==> src/rtl/serial_subtractor_pkg.sv <==
// Shared definitions for the bit-serial subtractor: FSM encoding and
// the bit-counter sizing helper.
package serial_subtractor_pkg;

    typedef enum logic [1:0] {
        IDLE = 2'd0,
        BUSY = 2'd1,
        DONE = 2'd2
    } state_t;

    // Counter must index bits 0..w-1 and never collapse to zero width.
    function automatic int cnt_width(input int w);
        return (w < 2) ? 1 : $clog2(w);
    endfunction

endpackage

==> src/rtl/serial_subtractor_fullsub.sv <==
// One-bit full subtractor: d = a - b - bi, bo set when the bit borrows.
module fullsub (
    input  logic a,
    input  logic b,
    input  logic bi,
    output logic d,
    output logic bo
);

    // Purely combinational difference and borrow.
    always_comb begin
        d  = a ^ b ^ bi;
        bo = (~a & b) | (~(a ^ b) & bi);
    end

endmodule

==> src/rtl/serial_subtractor.sv <==
// Bit-serial unsigned subtractor: diff = a - b - b_in, LSB first, one
// bit per clock through a single full-subtractor cell.
//
// Handshake: a transfer happens on a rising clock edge where valid and
// ready are both high. in_ready is high only in IDLE and out_valid only
// in DONE; both come straight from the state register. diff/b_out are
// meaningful only while out_valid is high and otherwise keep their last
// value.
module serial_subtractor
    import serial_subtractor_pkg::*;
#(
    parameter int WIDTH = 4
) (
    input  logic             clock,
    input  logic             reset_n,
    input  logic             in_valid,
    output logic             in_ready,
    input  logic [WIDTH-1:0] a,
    input  logic [WIDTH-1:0] b,
    input  logic             b_in,
    output logic             out_valid,
    input  logic             out_ready,
    output logic [WIDTH-1:0] diff,
    output logic             b_out,
    output logic [1:0]       dbg_state
);

    localparam int CW = cnt_width(WIDTH);

    state_t           state_q;
    state_t           state_d;
    logic [CW-1:0]    cnt_q;
    logic [WIDTH-1:0] a_sh;
    logic [WIDTH-1:0] b_sh;
    logic [WIDTH-1:0] work_q;
    logic [WIDTH-1:0] work_next;
    logic [WIDTH-1:0] diff_q;
    logic             br_q;
    logic             b_out_q;
    logic             d_bit;
    logic             bo_bit;
    logic             last_bit;

    fullsub u_fullsub (
        .a  (a_sh[0]),
        .b  (b_sh[0]),
        .bi (br_q),
        .d  (d_bit),
        .bo (bo_bit)
    );

    // Bit select, last-bit detect and the working result with the new
    // bit inserted at the MSB (kept separate so diff stays stable in BUSY).
    always_comb begin
        last_bit  = (cnt_q == CW'(WIDTH - 1));
        work_next = (work_q >> 1) | (WIDTH'(d_bit) << (WIDTH - 1));
    end

    // State register.
    always_ff @(posedge clock or negedge reset_n) begin
        if (!reset_n) state_q <= IDLE;
        else          state_q <= state_d;
    end

    // Next-state logic.
    always_comb begin
        state_d = state_q;
        case (state_q)
            IDLE:    if (in_valid)  state_d = BUSY;
            BUSY:    if (last_bit)  state_d = DONE;
            DONE:    if (out_ready) state_d = IDLE;
            default: state_d = IDLE;
        endcase
    end

    // Datapath: latch operands on accept, shift one bit per BUSY cycle,
    // publish the result on the final bit.
    always_ff @(posedge clock or negedge reset_n) begin
        if (!reset_n) begin
            a_sh    <= '0;
            b_sh    <= '0;
            br_q    <= 1'b0;
            cnt_q   <= '0;
            work_q  <= '0;
            diff_q  <= '0;
            b_out_q <= 1'b0;
        end else begin
            case (state_q)
                IDLE: begin
                    if (in_valid) begin
                        a_sh  <= a;
                        b_sh  <= b;
                        br_q  <= b_in;
                        cnt_q <= '0;
                    end
                end
                BUSY: begin
                    a_sh   <= a_sh >> 1;
                    b_sh   <= b_sh >> 1;
                    br_q   <= bo_bit;
                    work_q <= work_next;
                    cnt_q  <= cnt_q + CW'(1);
                    if (last_bit) begin
                        diff_q  <= work_next;
                        b_out_q <= bo_bit;
                    end
                end
                default: ;
            endcase
        end
    end

    assign in_ready  = (state_q == IDLE);
    assign out_valid = (state_q == DONE);
    assign diff      = diff_q;
    assign b_out     = b_out_q;
    assign dbg_state = state_q;

endmodule
==> config.mk <==
export PLATFORM = sky130hd
export DESIGN_NAME = serial_subtractor
export DESIGN_NICKNAME = d
export VERILOG_FILES = /design/src/rtl/serial_subtractor_pkg.sv /design/src/rtl/serial_subtractor_fullsub.sv /design/src/rtl/serial_subtractor.sv
export SDC_FILE = /design/constraint.sdc
export NUM_CORES = 1
export LEC_CHECK = 0
export BUFFER_PORTS_ARGS = -buffer_cell sky130_fd_sc_hd__buf_2
export CAP_MARGIN = 20
export CORE_UTILIZATION = 55
export DETAILED_ROUTE_END_ITERATION = 10
export PLACE_DENSITY = 0.81
export SYNTH_ARGS = -nofsm -noshare
export SYNTH_HDL_FRONTEND = slang
export SYNTH_SLANG_ARGS = --single-unit
==> constraint.sdc <==
create_clock -name clock -period 1.9 [get_ports clock]
set_input_delay 0.285 -clock clock [delete_from_list [all_inputs] [get_ports clock]]
set_output_delay 0.285 -clock clock [all_outputs]
set_load 0.05 [all_outputs]
==> key figures, run 1 <==
Run status
  – Status: complete, no violations

Clocking
  – Clock Tree Root: clkbuf_4
  – H-tree depth: 1
  – Clk Latency, worst-skew pair: about 0.3 ns
  – CTS tree: yes
  – CTS clk-pin slew, worst paths: 0.11 ns
  – Clock Path Buffers: 2
  – Setup bufs post-CTS: 0
  – Number of buffers created by CTS: 3
  – CTS Sinks: 21

Critical path
  – Worst path slowest cell: dfrtp_1
  – Critical Path Max Stage Delay: 0.59 ns
  – Worst Path Buf+Inv: 1
  – Crit. End Element: primary output
  – Worst-path maximum fanout: 18
  – Critical path type: register to primary output
  – R2R setup slack: roughly 0.42 ns
  – Critical R2R Capture: a_sh[1]
  – Reg2reg path depth: 2
  – Worst setup SP type: register
  – Cells along the critical path: nor2_2, buf_2
  – WP data arrival: 1.42 ns
  – Worst r2r src: dbg_state[0]
  – CP required: 1.62 ns
  – Crit path max-delay family: flip-flops

Cells and area
  – Non-Filler Instances: 125
  – # diodes: 0
  – Most common cell after layout, fill and taps aside: buf_2
  – Design Area, Final: 0.00108 mm^2
  – Fillers: 124
  – Number of nets in the layout: 125
  – Storage cell area: roughly 530 um^2
  – Ratio of cells with drive above 1 in the final layout: 31.2%
  – Most frequent cells in the layout: 21 x buf_2, 20 x dfrtp_1, 14 x nand2_1
  – Area Overhead vs Synth: 13.3%
  – Multi-input gate area: slightly below 400 um^2

Floorplanning
  – Starting Density: roughly three fifths
  – Ports: 22
  – Die H: 43.7 um
  – Core Rows: 14
  – Die Wd: 43.7 um
  – Die ar.: between 0.0015 and 0.002 mm^2
  – Area of the core: 0.00156 mm^2

Routing
  – DR WL/cell: between 10 and 15 um
  – Via count: 730
  – Detailed Route Iter0 Violations: 12
  – Wirelength, routed: about 1700 um
  – DR pass1 iterations: 4
  – Vias per cell: 5.84
  – Routed Antenna Nets: 0
  – Number of remaining DRC errors: 0

Worst hold path
  – Worst Hold Class: primary input to register
  – Destination of the worst hold path: dbg_state[1]
  – WHS Path Cells: 2
  – Hold_sp: out_ready

Synth
  – Synth Cell Area: 957 um^2
  – Syn_nets: 103
  – FF+latch count, synth: 21
  – Average size of a mapped cell: 10.9 um^2
  – Ys Warns: 0
  – Synth unique cells: 23
  – Cells after Synth: between 80 and 90
  – Sequential element share of the synthesized area: between 50% and 60%

Global route
  – Grt ovf: 0
  – Antenna violations before repair: 0
  – First-pass GRT wire length: 2940 um
  – Largest net degree at the start of global routing: 22
  – GRT Util Overall: a little over a fifth
  – Vias in the first global route: 679

STA
  – Slew @ Worst Pin: between 0.5 and 0.6 ns
  – Final setup TNS: 0 ns
  – Final Cycle Share: 89.7%
  – RSZ-0062 raised after global routing: false
  – FMAX: 586 MHz
  – Worst slew margin: ~64%
  – Final number of hold-violating endpoints: 0
  – Slew Limit Fails: 0
  – Setup violators final: 0
  – Minimum clock period: roughly 1.7 ns
  – Clock Skew: between 0.0015 and 0.002 ns

Placed design
  – DP HPWL: 1260 um
  – Number of instances in the placed design: 120
  – IO buf count: 21
  – Dpl cell area: 0.00105 mm^2
  – Routability cong.: 0.779

Power and ir drop
  – Pwr Density: between 1500 and 2000 mW/mm^2
  – P_leak: 0.520 nW
  – Worst VDD drop: 0.00120 V

Job
  – Max-cap viol count: 0
## layout make-up
cell class,count,share of cell area [%]
multi-input cells,59,35.5
flip-flops and latches,21,48.6
repair buffers,22,10.6
well taps,16,1.85
clock buffers,4,2.42
inverters,3,1.04
## synth_stat cells
library cell  number  share of area, %
fa_1               1               2.1
nor2b_1            1              0.65
buf_6              2               2.4
buf_4              1              0.78
o31ai_1            1              0.78
o32ai_1            6               5.5
a211oi_1           1              0.78
nor2_1             9               3.5
o221a_2            1               1.2
buf_2              2               1.0
dfrtp_1           21                55
ha_1               1               1.3
or2_1              1              0.65
o21ai_0            8               4.2
nand3b_2           1               1.2
o22ai_1            5               3.3
nand3b_1           1              0.78
a221oi_2           1               1.6
nand2_1           14               5.5
nand2b_1           2               1.3
mux2_2             4               4.7
inv_1              3               1.2
and2b_1            1              0.78
## routing by layer
layer	vias up	GRT usage (%)	part of all wire (%)
met1	349	26.2	43
met2	22	37.0	50
met3	4	2.50	3.8
met4	0	15.0	2.9
met5	-	0	0
li1	355	-	-
## where the power goes
part	leakage, nW	total, mW	switching, mW	internal, mW
clock	0.0150	0.210	0.128	0.0819
sequential	0.255	0.865	0.200	0.665
combinational	0.249	1.03	0.672	0.362
## worst max-delay path by stage
stage | startpoint | endpoint | slack, ns | depth (start not counted)
floorplan | dbg_state[1] | out_valid | 0.19 | 3
finish | dbg_state[0] | in_ready | 0.19 | 2
global route | dbg_state[0] | in_ready | 0.13 | 2
detailed placement | dbg_state[0] | a_sh[1] | 0.43 | 2
global placement | dbg_state[0] | a_sh[1] | 0.48 | 2
CTS | dbg_state[1] | out_valid | 0.09 | 3
## stage by stage
| step | hold WS, ns | utilization, % | worst slack, ns | power (mW) |
|---|---|---|---|---|
| 2_1_floorplan | -0.0106 | - | 0.189 | 1.72 |
| 3_3_place_gp | 0.256 | 67.2 | 0.481 | 1.88 |
| 3_5_place_dp | 0.260 | 67.2 | 0.431 | 1.91 |
| 4_1_cts | 0.141 | 69.5 | 0.0885 | 2.11 |
| 5_1_grt | 0.142 | 69.6 | 0.128 | 2.26 |
| 6_report | 0.138 | 69.6 | 0.195 | 2.11 |
## kinds of logic after synthesis
family	share of synthesized area, %
fa+ha+maj	3.40
mux	4.71
buf+inv	5.36
compound gates	17.3
simple gates	14.4
flops	54.9
## state kept, by name (all words and copies together) (netlist names)
signal,count
b_sh,4
br_q,1
dbg_state,2
diff,4
work_q,3
b_out,1
cnt_q,2
a_sh,4
## worst reg2reg max path: cells and delay by family, from the launching register on
| kind | cells | cell delay [ns] |
|---|---|---|
| AOI/OAI and AO/OA | 1 | 0.35 |
| DFF | 1 | 0.70 |
| and+or+nand+nor | 1 | 0.33 |
## what timing repair did
item                                    in CTS  in global routing
endpoints found under the hold margin       21                  0
hold buffers                                 1                  0
endpoints found under the setup margin       0                  1
resized for setup                            0                  1
Note: power is estimated with default switching activity, not from simulation.
==> inputs of run 2 (changes only) <==
--- a/config.mk
+++ b/config.mk
@@ -5,11 +5,12 @@
 export SDC_FILE = /design/constraint.sdc
 export NUM_CORES = 1
 export LEC_CHECK = 0
-export BUFFER_PORTS_ARGS = -buffer_cell sky130_fd_sc_hd__buf_2
+export ABC_AREA = 1
 export CAP_MARGIN = 20
-export CORE_UTILIZATION = 55
+export CORE_UTILIZATION = 61
 export DETAILED_ROUTE_END_ITERATION = 10
-export PLACE_DENSITY = 0.81
+export DONT_BUFFER_PORTS = 1
+export PLACE_DENSITY = 0.77
 export SYNTH_ARGS = -nofsm -noshare
 export SYNTH_HDL_FRONTEND = slang
 export SYNTH_SLANG_ARGS = --single-unit
==> run 2 against run 1 <==
  * Fmax grew 3.1%
  * Via count up 0.68%
  * Register-to-register slack hardly changed
  * First-iteration DRC count stayed put
  * Flip-flop and latch count unchanged
  * Combinational power shrank 8%
  * Wire length decreased by 2.8%
  * Final area down 2.2%
  * Sequential power is 13% higher
  * Power increased by 1.3%
  * Synthesized area grew 4.2%
  * Non-clock buffer count down 17
  * Highest routed layer unchanged
==> key figures, run 2 <==
Run status
  – Status: complete, no violations (unchanged)

Critical path
  – Worst-path maximum fanout: 15 (was 18)
  – Reg2reg path depth: 5 (was 2)
  – Critical path type: register to primary output (unchanged)
  – Cells along the critical path: nor2_1, buf_4 (was nor2_2, buf_2)
  – Worst setup SP type: register (unchanged)
  – CP required: 1.62 ns (about the same)
  – Crit path max-delay family: flip-flops (unchanged)
  – WP data arrival: 1.37 ns (was 1.42 ns)
  – R2R setup slack: 0.42 ns (about the same)
  – Worst path slowest cell: dfrtp_1 (unchanged)
  – Crit. End Element: primary output (unchanged)
  – Critical Path Max Stage Delay: 0.58 ns (was 0.59 ns)
  – Worst r2r src: dbg_state[0] (unchanged)
  – Critical R2R Capture: br_q (was a_sh[1])
  – Worst Path Buf+Inv: 1 (unchanged)

Synth
  – Synth top cells by count: 39 x nand2_1, 21 x dfrtp_1, 17 x inv_1 (was 21 x dfrtp_1, 14 x nand2_1, 9 x nor2_1)
  – Syn_nets: 131 (was 103)
  – Synth Cell Area: 997 um^2 (was 957 um^2)
  – Synth top area share: 52.7% (was 54.9%)
  – Post-synth EDFFs: 0 (unchanged)
  – Ys async rst share: 100% (unchanged)
  – Average size of a mapped cell: 8.60 um^2 (was 10.9 um^2)
  – Most frequent cell after synthesis: nand2_1 (was dfrtp_1)
  – Ys Warns: 0 (unchanged)
  – FF+latch count, synth: 21 (unchanged)
  – Sequential element share of the synthesized area: 52.7% (was 54.9%)
  – Area leader, netlist: dfrtp_1 (unchanged)
  – Synth area leaders: dfrtp_1 53%, nand2_1 15%, inv_1 6.4% (was dfrtp_1 55%, nand2_1 5.5%, o32ai_1 5.5%)
  – Cells after Synth: 116 (was 88)
  – Top_reg_cell synth: dfrtp_1 (unchanged)
  – Synth unique cells: 21 (was 23)

STA
  – Setup violators final: 0 (unchanged)
  – Final setup TNS: 0 ns (unchanged)
  – Worst slew margin: 38.9% (was 63.9%)
  – Slew Limit Fails: 0 (unchanged)
  – Minimum clock period: 1.65 ns (was 1.71 ns)
  – Clock Skew: 0.00964 ns (was 0.00163 ns)
  – RSZ-0062 raised after global routing: false (unchanged)
  – Slew @ Worst Pin: 0.914 ns (was 0.542 ns)
  – Final number of hold-violating endpoints: 0 (unchanged)
  – Final Cycle Share: 87.1% (was 89.7%)
  – FMAX: 604 MHz (was 586 MHz)

Worst hold path
  – Hold_sp: out_ready (unchanged)
  – WHS Path Cells: 1 (was 2)
  – Worst Hold Class: primary input to register (unchanged)
  – Destination of the worst hold path: dbg_state[1] (unchanged)

Clocking
  – CTS tree: yes (unchanged)
  – CTS Sinks: 21 (unchanged)
  – H-tree depth: 1 (unchanged)
  – Clock Tree Root: clkbuf_4 (unchanged)
  – Setup bufs post-CTS: 0 (unchanged)
  – Clk Latency, worst-skew pair: 0.31 ns (was 0.30 ns)
  – Number of buffers created by CTS: 3 (unchanged)
  – CTS clk-pin slew, worst paths: 0.12 ns (was 0.11 ns)
  – Clock Path Buffers: 2 (unchanged)

Power and ir drop
  – Worst VDD drop: 0.00102 V (was 0.00120 V)
  – P_leak: 0.586 nW (was 0.520 nW)
  – Pwr Density: 2010 mW/mm^2 (was 1940 mW/mm^2)

Routing
  – DR WL/cell: 12.2 um (was 13.9 um)
  – DR pass1 iterations: 4 (unchanged)
  – Via count: 735 (was 730)
  – Routed Antenna Nets: 0 (unchanged)
  – Vias per cell: 5.33 (was 5.84)
  – Wirelength, routed: 1680 um (was 1730 um)
  – Detailed Route Iter0 Violations: 12 (unchanged)
  – Number of remaining DRC errors: 0 (unchanged)

Global route
  – Antenna violations before repair: 0 (unchanged)
  – Grt ovf: 0 (unchanged)
  – GRT Util Overall: 21.2% (was 22.0%)
  – Largest net degree at the start of global routing: 22 (unchanged)
  – Vias in the first global route: 673 (was 679)
  – First-pass GRT wire length: 2760 um (was 2940 um)

Placed design
  – IO buf count: 0 (was 21)
  – Routability cong.: 0.743 (was 0.779)
  – Dpl cell area: 0.00102 mm^2 (was 0.00105 mm^2)
  – Number of instances in the placed design: 133 (was 120)
  – DP HPWL: 1250 um (was 1260 um)

Cells and area
  – # diodes: 0 (unchanged)
  – Non-Filler Instances: 138 (was 125)
  – Ratio of cells with drive above 1 in the final layout: 15.6% (was 31.2%)
  – Most common cell after layout, fill and taps aside: nand2_1 (was buf_2)
  – Area Overhead vs Synth: 6.40% (was 13.3%)
  – Fillers: 121 (was 124)
  – Most frequent cells in the layout: 39 x nand2_1, 21 x dfrtp_1, 17 x inv_1 (was 21 x buf_2, 20 x dfrtp_1, 14 x nand2_1)
  – Number of nets in the layout: 138 (was 125)
  – Design Area, Final: 0.00106 mm^2 (was 0.00108 mm^2)

Floorplanning
  – Die H: 42.4 um (was 43.7 um)
  – Die Wd: 42.4 um (was 43.7 um)
  – Starting Density: 65.4% (was 61.4%)
  – Area of the core: 0.00152 mm^2 (was 0.00156 mm^2)
  – Core Rows: 14 (unchanged)
  – Die ar.: 0.00180 mm^2 (was 0.00191 mm^2)
  – Ports: 22 (unchanged)

Job
  – Max-cap viol count: 0 (unchanged)
-- run 2: cell types whose count changed in the layout (fill, tap and decap cells not counted), sizes merged, moves of 2 or more --
cell	before	now
nand2	14	42
buf	21	4
inv	3	20
nand3	0	11
o32ai	6	0
nor2	9	4
o22ai	5	0
mux2	4	0
a21oi	0	2
nand2b	2	0
nand3b	2	0
-- run 2: stage by stage --
step	setup WS, ns	power, mW	utilization, %	hold slack (ns)
3_3_place_gp	0.501	1.91	67.2	-0.0102
4_1_cts	0.249	2.15	69.6	0.0534
2_1_floorplan	0.0704	1.76	-	-0.0106
6_report	0.245	2.14	69.6	0.0516
3_5_place_dp	0.441	1.94	67.2	-0.0102
5_1_grt	0.121	2.30	69.6	0.0405
-- run 2: logic make-up after synthesis --
family,count (synthesis),share of synthesized area [%]
compound gates,12,8.16
flops,21,52.7
fa+ha+maj,2,3.26
simple gates,58,26.0
buf+inv,23,9.91
-- run 2: layout make-up --
type	instances	area (um^2)	share of cell area, %
Multi-Input combinational cell	72	373	35.1
Clock inverter	1	5.00	0.472
Tap cell	16	20.0	1.89
Timing Repair Buffer	5	40.0	3.77
Sequential cell	21	526	49.5
Inverter	20	75.1	7.08
Clock buffer	3	22.5	2.12
-- run 2: what timing repair did --
action                                 CTS  global route
resized for setup                        0             0
endpoints found under the hold margin   21             0
hold buffers                             1             0
-- run 2: worst max-delay path by stage --
| stage | start | slack, ns | cells after the start | to |
|---|---|---|---|---|
| final | dbg_state[0] | 0.25 | 2 | in_ready |
| after global routing | dbg_state[0] | 0.12 | 2 | in_ready |
| after global placement | dbg_state[0] | 0.50 | 5 | a_sh[2] |
| after floorplan | dbg_state[0] | 0.07 | 2 | out_valid |
| after CTS | dbg_state[0] | 0.25 | 2 | in_ready |
| after detailed placement | dbg_state[0] | 0.44 | 5 | a_sh[2] |
-- run 2: routing by layer --
metal  vias to the layer above  global-route usage [%]  routed length, um
met4                         0                    13.1                 45
met3                         5                    5.17                 84
met5                         -                       0                  0
li1                        365                       -                  -
met1                       342                    26.3                773
met2                        23                    33.2                781
-- run 2: where the power goes --
group	internal (mW)	switching, mW
Sequential	0.651	0.328
Combinational	0.324	0.619
Clock	0.0787	0.135
Total	1.05	1.08
==> inputs of run 3 (changes only) <==
==> constraint.sdc (replaced) <==
create_clock -name clock -period 1.9 [get_ports clock]
set_input_delay 0.095 -clock clock [delete_from_list [all_inputs] [get_ports clock]]
set_output_delay 0.095 -clock clock [all_outputs]
set_load 0.05 [all_outputs]
==> run 3 against run 2 <==
  * Sequential share of layout area fell by 2.2 points
  * Wire length rose by 9.2%
  * Flip-flop and latch count did not move
  * Register-to-register slack got worse by 0.21 ns
  * Combinational power rose by 8%
  * Clock power fell by 5%
  * First-iteration DRC count rose by 92%
  * Fmax fell by 1.9%
  * Critical path depth rose by 2
  * Clock skew fell by 0.0074 ns
  * Via count rose by 3.0%
  * Hold slack got worse by 0.025 ns
  * Critical endpoint is now b_sh[3]
==> key figures, run 3 (synthesis gave the netlist of run 2 again) <==
Cells and area
  – Number of nets in the layout: 143 (was 138)
  – Storage cell area: 526 um^2 (unchanged)
  – Design Area, Final: 0.00111 mm^2 (was 0.00106 mm^2)
  – Most frequent cells in the layout: 39 x nand2_1, 21 x dfrtp_1, 17 x inv_1 (unchanged)
  – Ratio of cells with drive above 1 in the final layout: 14.2% (was 15.6%)
  – Multi-input gate area: 373 um^2 (unchanged)
  – Area Overhead vs Synth: 11.3% (was 6.40%)
  – Fillers: 109 (was 121)
  – Non-Filler Instances: 143 (was 138)
  – Most common cell after layout, fill and taps aside: nand2_1 (unchanged)
  – # diodes: 0 (unchanged)

Power and ir drop
  – Switch Pwr: 1.11 mW (was 1.08 mW)
  – Clk pwr share: 9.3% (was 10.0%)
  – Combinational cell fraction of total power: 46.5% (was 44.1%)
  – Power Internal: 1.08 mW (was 1.05 mW)
  – Worst VDD drop: 0.00114 V (was 0.00102 V)
  – P_leak: 0.600 nW (was 0.586 nW)
  – Switching portion of total power: 50.7% (about the same)
  – Seq pwr share: 44.1% (was 45.8%)
  – Pwr Density: 1970 mW/mm^2 (was 2010 mW/mm^2)

Global route
  – Antenna violations before repair: 0 (unchanged)
  – Vias in the first global route: 741 (was 673)
  – Largest net degree at the start of global routing: 22 (unchanged)
  – Grt ovf: 0 (unchanged)
  – First-pass GRT wire length: 3150 um (was 2760 um)
  – GRT Util Overall: 23.3% (was 21.2%)

Critical path
  – Worst r2r src: dbg_state[0] (unchanged)
  – CP Launch Point: dbg_state[0] (unchanged)
  – Worst setup SP type: register (unchanged)
  – Critical path type: register to register (was register to primary output)
  – WP data arrival: 1.87 ns (was 1.37 ns)
  – Crit. End Element: register (was primary output)
  – CP required: 2.08 ns (was 1.62 ns)
  – Worst-path maximum fanout: 15 (unchanged)

Routing
  – Via count: 757 (was 735)
  – Number of remaining DRC errors: 0 (unchanged)
  – DR pass1 iterations: 4 (unchanged)
  – Routed Antenna Nets: 0 (unchanged)
  – Wirelength, routed: 1840 um (was 1680 um)
  – Detailed Route Iter0 Violations: 23 (was 12)
  – Vias per cell: 5.29 (was 5.33)
  – DR WL/cell: 12.9 um (was 12.2 um)

Floorplanning
  – Starting Density: 65.4% (unchanged)
  – Area of the core: 0.00152 mm^2 (unchanged)
  – Die Wd: 42.4 um (unchanged)
  – Die H: 42.4 um (unchanged)
  – Die ar.: 0.00180 mm^2 (unchanged)
  – Ports: 22 (unchanged)
  – Core Rows: 14 (unchanged)

STA
  – RSZ-0062 raised after global routing: false (unchanged)
  – Slew Limit Fails: 0 (unchanged)
  – Setup ws final: 0.213 ns (was 0.245 ns)
  – Final Cycle Share: 88.8% (was 87.1%)
  – Setup violators final: 0 (unchanged)
  – Clock Skew: 0.00228 ns (was 0.00964 ns)
  – Worst slew margin: 39.5% (was 38.9%)
  – FMAX: 593 MHz (was 604 MHz)
  – Minimum clock period: 1.69 ns (was 1.65 ns)
  – Final number of hold-violating endpoints: 0 (unchanged)
  – Final setup TNS: 0 ns (unchanged)
  – Slew @ Worst Pin: 0.905 ns (was 0.914 ns)

Clocking
  – Setup bufs post-CTS: 0 (unchanged)
  – CTS clk-pin slew, worst paths: 0.11 ns (was 0.12 ns)
  – CTS tree: yes (unchanged)
  – CTS Sinks: 21 (unchanged)
  – Clock Path Buffers: 2 (unchanged)
  – Clk Latency, worst-skew pair: 0.29 ns (was 0.31 ns)
  – Number of buffers created by CTS: 3 (unchanged)
  – H-tree depth: 1 (unchanged)
  – Clock Tree Root: clkbuf_4 (unchanged)

Placed design
  – Pre-CTS WS: 0.459 ns (was 0.441 ns)
  – Routability cong.: 0.783 (was 0.743)
  – Number of instances in the placed design: 133 (unchanged)
  – DP HPWL: 1360 um (was 1250 um)
  – Dpl cell area: 0.00102 mm^2 (unchanged)
  – IO buf count: 0 (unchanged)

Run status
  – Status: complete, no violations (unchanged)

Job
  – Max-cap viol count: 0 (unchanged)

Worst hold path
  – Hold_sp: b[2] (was out_ready)
  – Worst Hold Class: primary input to register (unchanged)
run 3: changes by cell type in the layout (fill, tap and decap cells not counted), sizes merged:
cell / change
clkbuf: +1
clkinv: -1
dlygate4sd3: +5
run 3: final cells by class:
cell class	count	share of cell area, %
Inverter	20	6.76
Sequential cell	21	47.4
Tap cell	16	1.80
Clock buffer	4	2.37
Multi-Input combinational cell	72	33.6
Timing Repair Buffer	10	8.12
run 3: metal layers:
metal	GRT usage, %	part of all wire [%]	vias up
met5	0	0	-
met4	8.13	1.3	0
met3	4.31	4.4	4
met2	39.7	49	28
met1	29.8	46	352
li1	-	-	373
run 3: power groups by stage:
stage	Sequential [mW]	Clock, mW	Combinational [mW]
finish	0.966	0.204	1.02
global route	0.991	0.219	1.13
CTS	0.965	0.204	1.01
detailed placement	0.975	0	0.985
global placement	0.971	0	0.939
floorplan	1.00	0	0.754
run 3: repair_timing:
| item | 4_1_cts | 5_1_grt |
|---|---|---|
| gates resized for setup | 0 | 0 |
| endpoints found under the hold margin | 24 | 0 |
| hold buffers | 6 | 0 |
run 3: metrics by stage:
step	power, mW	util (%)	hold slack [ns]
finish	2.19	72.8	0.0264
global route	2.34	72.8	0.0432
CTS	2.18	72.8	0.0314
detailed placement	1.96	67.2	-0.200
global placement	1.91	67.2	-0.200
floorplan	1.76	-	-0.201
run 3: path summary, 6_finish.rpt:
kind | to | slack [ns] | cells after the start
max | b_sh[3] | 0.21 | 4
min reg2reg | b_sh[1] | 0.49 | 2
min in group asynchronous | work_q[1] | 0.37 | 1
max in group asynchronous | b_sh[2] | 0.98 | 1
min | b_sh[2] | 0.03 | 4
max reg2reg | b_sh[3] | 0.21 | 4
run 3: critical path: stages (launching register included):
cell and delay, ns:
dfrtp_1 0.67, nor2_1 0.15, nand3_1 0.11, dlygate4sd3_1 0.59, o21ai_2 0.06
